[src/rtl/ibex_pkg.sv]
// ibex_pkg: shared scramble widths and key-controller state encoding
package ibex_pkg;
  localparam int unsigned SCRAMBLE_KEY_W   = 128;
  localparam int unsigned SCRAMBLE_NONCE_W = 64;
  typedef enum logic [1:0] {S_IDLE, S_REQ, S_INVAL} scr_key_state_e;
endpackage

[src/rtl/ibex_scr_key_timer.sv]
// ibex_scr_key_timer: key-request timeout counter, expires once every Cycles enabled cycles
module ibex_scr_key_timer #(
  parameter int unsigned Cycles = 256,
  parameter int unsigned CntW   = $clog2(Cycles)
) (
  input  logic clk_i,
  input  logic rst_i,
  input  logic en_i,
  input  logic clr_i,
  output logic expire_o
);
  logic [CntW-1:0] cnt_q;
  assign expire_o = en_i & ~clr_i & (cnt_q == CntW'(Cycles - 1));
  always_ff @(posedge clk_i) begin
    if (rst_i || clr_i || expire_o) cnt_q <= '0;
    else if (en_i) cnt_q <= cnt_q + 1'b1;
  end
endmodule

[src/rtl/ibex_icache_scr_key_ctrl.sv]
// ibex_icache_scr_key_ctrl: fetches icache scramble key/nonce and sequences the following invalidation.
// Optional key-request timeout/retry enabled by defining IBEX_SCR_KEY_TIMEOUT_EN.
module ibex_icache_scr_key_ctrl
  import ibex_pkg::*;
#(
  parameter bit          ICacheScramble   = 1'b1,
  parameter int unsigned KeyTimeoutCycles = 256,
  parameter int unsigned TimeoutCntW      = $clog2(KeyTimeoutCycles)
) (
  input  logic                        clk_i,
  input  logic                        rst_i,
  input  logic                        fence_req_i,
  output logic                        scramble_req_o,
  input  logic                        scramble_key_valid_i,
  input  logic [SCRAMBLE_KEY_W-1:0]   scramble_key_i,
  input  logic [SCRAMBLE_NONCE_W-1:0] scramble_nonce_i,
  output logic                        scramble_key_valid_d,
  output logic                        scramble_key_valid_q,
  output logic [SCRAMBLE_KEY_W-1:0]   scramble_key_q,
  output logic [SCRAMBLE_NONCE_W-1:0] scramble_nonce_q,
  output logic                        ic_inval_o,
  input  logic                        ic_inval_done_i,
  output logic                        busy_o,
  output logic                        key_timeout_o
);
  // Without scrambling there is no key to fetch, so a rekey is just an invalidation
  localparam scr_key_state_e Rekey = ICacheScramble ? S_REQ : S_INVAL;
  scr_key_state_e state_q, state_d;
  logic pending_q, pending_d;
  logic in_req, in_inval, in_idle, key_take, timeout;
  assign in_req   = state_q == S_REQ;
  assign in_inval = state_q == S_INVAL;
  assign in_idle  = state_q == S_IDLE;
  assign key_take = in_req & scramble_key_valid_i;
`ifdef IBEX_SCR_KEY_TIMEOUT_EN
  ibex_scr_key_timer #(
    .Cycles(KeyTimeoutCycles),
    .CntW  (TimeoutCntW)
  ) u_timer (
    .clk_i   (clk_i),
    .rst_i   (rst_i),
    .en_i    (in_req),
    .clr_i   (~in_req | scramble_key_valid_i),
    .expire_o(timeout)
  );
`else
  localparam int unsigned unused_timeout_cfg = KeyTimeoutCycles + TimeoutCntW;
  assign timeout = 1'b0;
`endif
  always_comb begin
    state_d = key_take ? S_INVAL :
              (in_inval & ic_inval_done_i) ? ((pending_q | fence_req_i) ? Rekey : S_IDLE) :
              (in_idle & fence_req_i) ? Rekey : state_q;
    pending_d = (in_inval & ic_inval_done_i) ? 1'b0 : pending_q | (fence_req_i & ~in_idle);
    scramble_key_valid_d = rst_i ? 1'b0 :
                           ~ICacheScramble | ((state_d != S_REQ) & (scramble_key_valid_q | in_req));
  end
  always_ff @(posedge clk_i) begin
    scramble_key_valid_q <= scramble_key_valid_d;
    if (rst_i) begin
      state_q          <= ICacheScramble ? S_REQ : S_INVAL;
      pending_q        <= 1'b0;
      scramble_key_q   <= '0;
      scramble_nonce_q <= '0;
    end else begin
      state_q   <= state_d;
      pending_q <= pending_d;
      if (key_take) begin
        scramble_key_q   <= scramble_key_i;
        scramble_nonce_q <= scramble_nonce_i;
      end
    end
  end
  assign scramble_req_o = in_req & ~timeout;
  assign ic_inval_o     = in_inval;
  assign busy_o         = ~in_idle;
  assign key_timeout_o  = timeout;
endmodule

[config.mk]
export PLATFORM = sky130hd
export DESIGN_NAME = ibex_icache_scr_key_ctrl
export DESIGN_NICKNAME = d
export VERILOG_FILES = /design/src/rtl/ibex_pkg.sv /design/src/rtl/ibex_scr_key_timer.sv /design/src/rtl/ibex_icache_scr_key_ctrl.sv
export SDC_FILE = /design/constraint.sdc
export NUM_CORES = 1
export LEC_CHECK = 0
export CAP_MARGIN = 15
export CORE_MARGIN = 10
export CORE_UTILIZATION = 25
export CTS_BUF_LIST = sky130_fd_sc_hd__clkbuf_4 sky130_fd_sc_hd__clkbuf_8 sky130_fd_sc_hd__clkbuf_16
export CTS_CLUSTER_DIAMETER = 150
export DETAILED_ROUTE_END_ITERATION = 7
export PLACE_DENSITY = 0.6
export SKIP_LAST_GASP = 1
export SYNTH_ARGS = -nofsm -noshare
export SYNTH_HDL_FRONTEND = slang
export SYNTH_SLANG_ARGS = --single-unit
[constraint.sdc]
create_clock -name clk_i -period 1.2 [get_ports clk_i]
set_input_delay 0.18 -clock clk_i [delete_from_list [all_inputs] [get_ports clk_i]]
set_output_delay 0.18 -clock clk_i [all_outputs]
set_load 0.01 [all_outputs]
==> results of run 1 <==
==> through the flow <==
step                      hold WS, ps  utilization  area, um2  cells
final                           -70.2        0.493      13700   1683
after global routing            -96.3        0.493      13700   1683
after CTS                       -98.5        0.446      12400   1671
after detailed placement          381        0.414      11500   1607
after global placement            385        0.414      11500   1607
after floorplan                   316            -       7050    861
==> power by group through the flow <==
stage	clock (uW)	sequential, uW	combinational [uW]
6_report	5740	7180	4540
4_1_cts	5950	7170	3760
5_1_grt	6210	7230	4830
3_5_place_dp	0	7320	3370
3_3_place_gp	0	7300	3370
2_1_floorplan	0	7510	1160
==> registers in the layout, indices dropped and copies added (netlist names) <==
register              count
scramble_key_q          128
scramble_key_valid_q      1
state_q                   2
scramble_nonce_q         64
pending_q                 1
==> per-layer routing <==
metal	up-vias	share of wire
li1	3626	-
met1	3623	0.42
met2	318	0.47
met3	27	0.097
met4	2	0.012
met5	-	0.00022
==> what timing repair did <==
item | 4_1_cts | 5_1_grt
cloned | 15 | 6
buffers inserted | 18 | 22
setup endpoints to repair | 390 | 267
pin swaps | 4 | 250
resized for setup | 774 | 510
hold endpoints to repair | 1 | 1
==> area by class of cell <==
class	count	area (um2)	share of cell area
repair buffers	479	4550	0.332
multi-input cells	597	4140	0.302
flip-flops and latches	196	3970	0.290
well taps	378	473	0.0345
clock buffers	22	469	0.0343
clock inverters	10	101	0.00740
inverters	1	3.75	0.000274
==> path summary, 6_finish.rpt <==
| path | startpoint | endpoint | slack, ps |
|---|---|---|---|
| hold / removal | rst_i | scramble_key_valid_q | -70 |
| setup reg to reg | state_q[1] | scramble_nonce_q[52] | -450 |
| hold reg to reg | scramble_nonce_q[16] | scramble_nonce_q[16] | 450 |
| setup / recovery | state_q[1] | scramble_nonce_q[52] | -450 |
==> cell usage after synthesis (all sizes together) <==
cell type  count
nand2        385
dfxtp        196
a21oi        195
buf           50
clkbuf        17
nor2b          4
nor3           3
nor2           2
o21ai          2
a211oi         1
and3b          1
conb           1
inv            1
nand3b         1
o31ai          1
or2            1
==> logic make-up (layout without fill, tap and decap cells) <==
family	count (synthesis)	count (layout)	share of synthesized area
other	1	1	0.000533
and+or+nand+nor	397	397	0.216
buffers and inverters	68	512	0.0676
AOI/OAI and AO/OA	199	199	0.158
DFF	196	196	0.558
==> critical path, cell delays in order (launching register included) <==
cell	delay [ps]
dfxtp_4	380
buf_6	120
and3b_4	350
buf_12	140
buf_12	140
buf_12	120
buf_12	140
nand2_1	60
a21oi_1	120
==> reports/qor.csv, run 1 <==
stage,metric,value,unit
global_routing,grt total ovfl,0,
global_routing,pin count of the biggest net entering global routing,86,
yosys,most area-consuming cells after synthesis,"dfxtp_1 (56%), nand2_1 (21%), a21oi_1 (12%)",
floorplanning,Die Wd,188,um
yosys,Synthesized Nets,1058,
clocking,CTS tree,built,
place,dpl hpwl,20.1,mm
global_routing,M3 GR Usage,0.0677,
yosys,Mapped Cells,861,
clocking,htree depth,4,
sta,final hold slack,-70.2,ps
route,Routed WL per cell,19.3,um
power_and_ir_drop,Sw Ratio,0.297,
critical_path,Worst Setup Start Kind,flip-flop,
sta,Tmin final,1650,ps
critical_path,CP Class,reg2reg,
route,Via density,4.51,
power_and_ir_drop,total power,17500,uW
yosys,post-synthesis cell type count,19,
final_layout,ratio of cells with drive above 1 in the final layout,0.502,
power_and_ir_drop,clock share of power,0.329,
floorplanning,core area,27800,um2
sta,skew final,14.6,ps
sta,actual slew at the worst max-slew pin,599,ps
global_routing,GRT Util Overall,0.163,
clocking,"Reg clk slew, reported paths",80,ps
clocking,clock sinks,196,
critical_path,R2R cell count,8,
sta,slew margin rel.,0.601,
clocking,CTS Root Cell,clkbuf_16,
route,first-pass iteration count of the detailed router,5,
power_and_ir_drop,Pwr Density,1280,nW/um2
floorplanning,Die Y,188,um
sta,setup_tns,-63410,ps
yosys,syn_area_per_cell,8.17,um2
sta,final hold vios,1,
global_routing,gr busiest metal,met2,
yosys,Yosys top cell area share,0.558,
power_and_ir_drop,Peak VDD IR,1.05,mV
place,number of port buffers,393,
critical_path,Crit. End Element,flip-flop,
sta,unrepaired setup endpoints after global routing,yes,
critical_path,crit path max fanout,8,
power_and_ir_drop,Seq pwr share,0.411,
global_routing,number of global-route vias before repair,7227,
final_layout,NumNets Final,1489,
final_layout,"commonest non-fill, non-tap cells in the layout","nand2_1 (237), clkdlybuf4s50_1 (195), buf_2 (170)",
sta,final setup vio count,198,
global_routing,GR Util met1,0.206,
global_routing,initial antenna violation count,1,
route,drt initial violations,278,
critical_path,Critical Path RT,1550,ps
status,status,finished with violations,
global_routing,routing usage on met2,0.256,
worst_hold_path,Hold Path Class,in2reg,
worst_hold_path,worst hold stages,2,
place,dpl ws,-756,ps
power_and_ir_drop,Net Sw Power,5180,uW
yosys,register area share after synthesis,0.558,
route,drt total wl,32.4,mm
power_and_ir_drop,Comb power frac,0.260,
route,# DRC,0,
clocking,clk buf depth,2,
sta,Setup WS post-layout,-448,ps
place,GPL Wtd Cong,0.773,
global_routing,first-pass GRT wire length,44.8,mm
floorplanning,Rows,61,
floorplanning,Initial Utilization,0.253,
status,violated checks,"hold timing, setup timing",
yosys,leading area contributor after synthesis,dfxtp_1,
clocking,Skew-Pair Late Insertion Delay,430,ps
floorplanning,Ports,395,
route,via count,7596,
power_and_ir_drop,Pint,12300,uW
critical_path,WP data arrival,2000,ps
final_layout,Area Growth Syn to Fin,94.7,%
final_layout,"most common cell after layout, fill and taps aside",nand2_1,
floorplanning,die area,35300,um2
yosys,Post-Syn Area,7040,um2
route,Final ANT Viol Nets,0,
sta,fmax,607,MHz
final_layout,antenna diode count,0,
sta,"Slew Viols, Final",0,
yosys,count of state elements after synthesis,196,
yosys,Ys Warns,0,
clocking,TritonCTS Buffers,17,
sta,period utilization,1.37,
flow_run,maxcap violations,0,
final_layout,fill count,2652,
power_and_ir_drop,Leak,0.00595,uW
Power figures use the tool's default switching activity.
==> inputs of run 2 (changes only) <==
CTS_CLUSTER_DIAMETER = 50   (was 150)
==> results of run 2 <==
Final layout, timing and power as in run 1 (identical DEF).
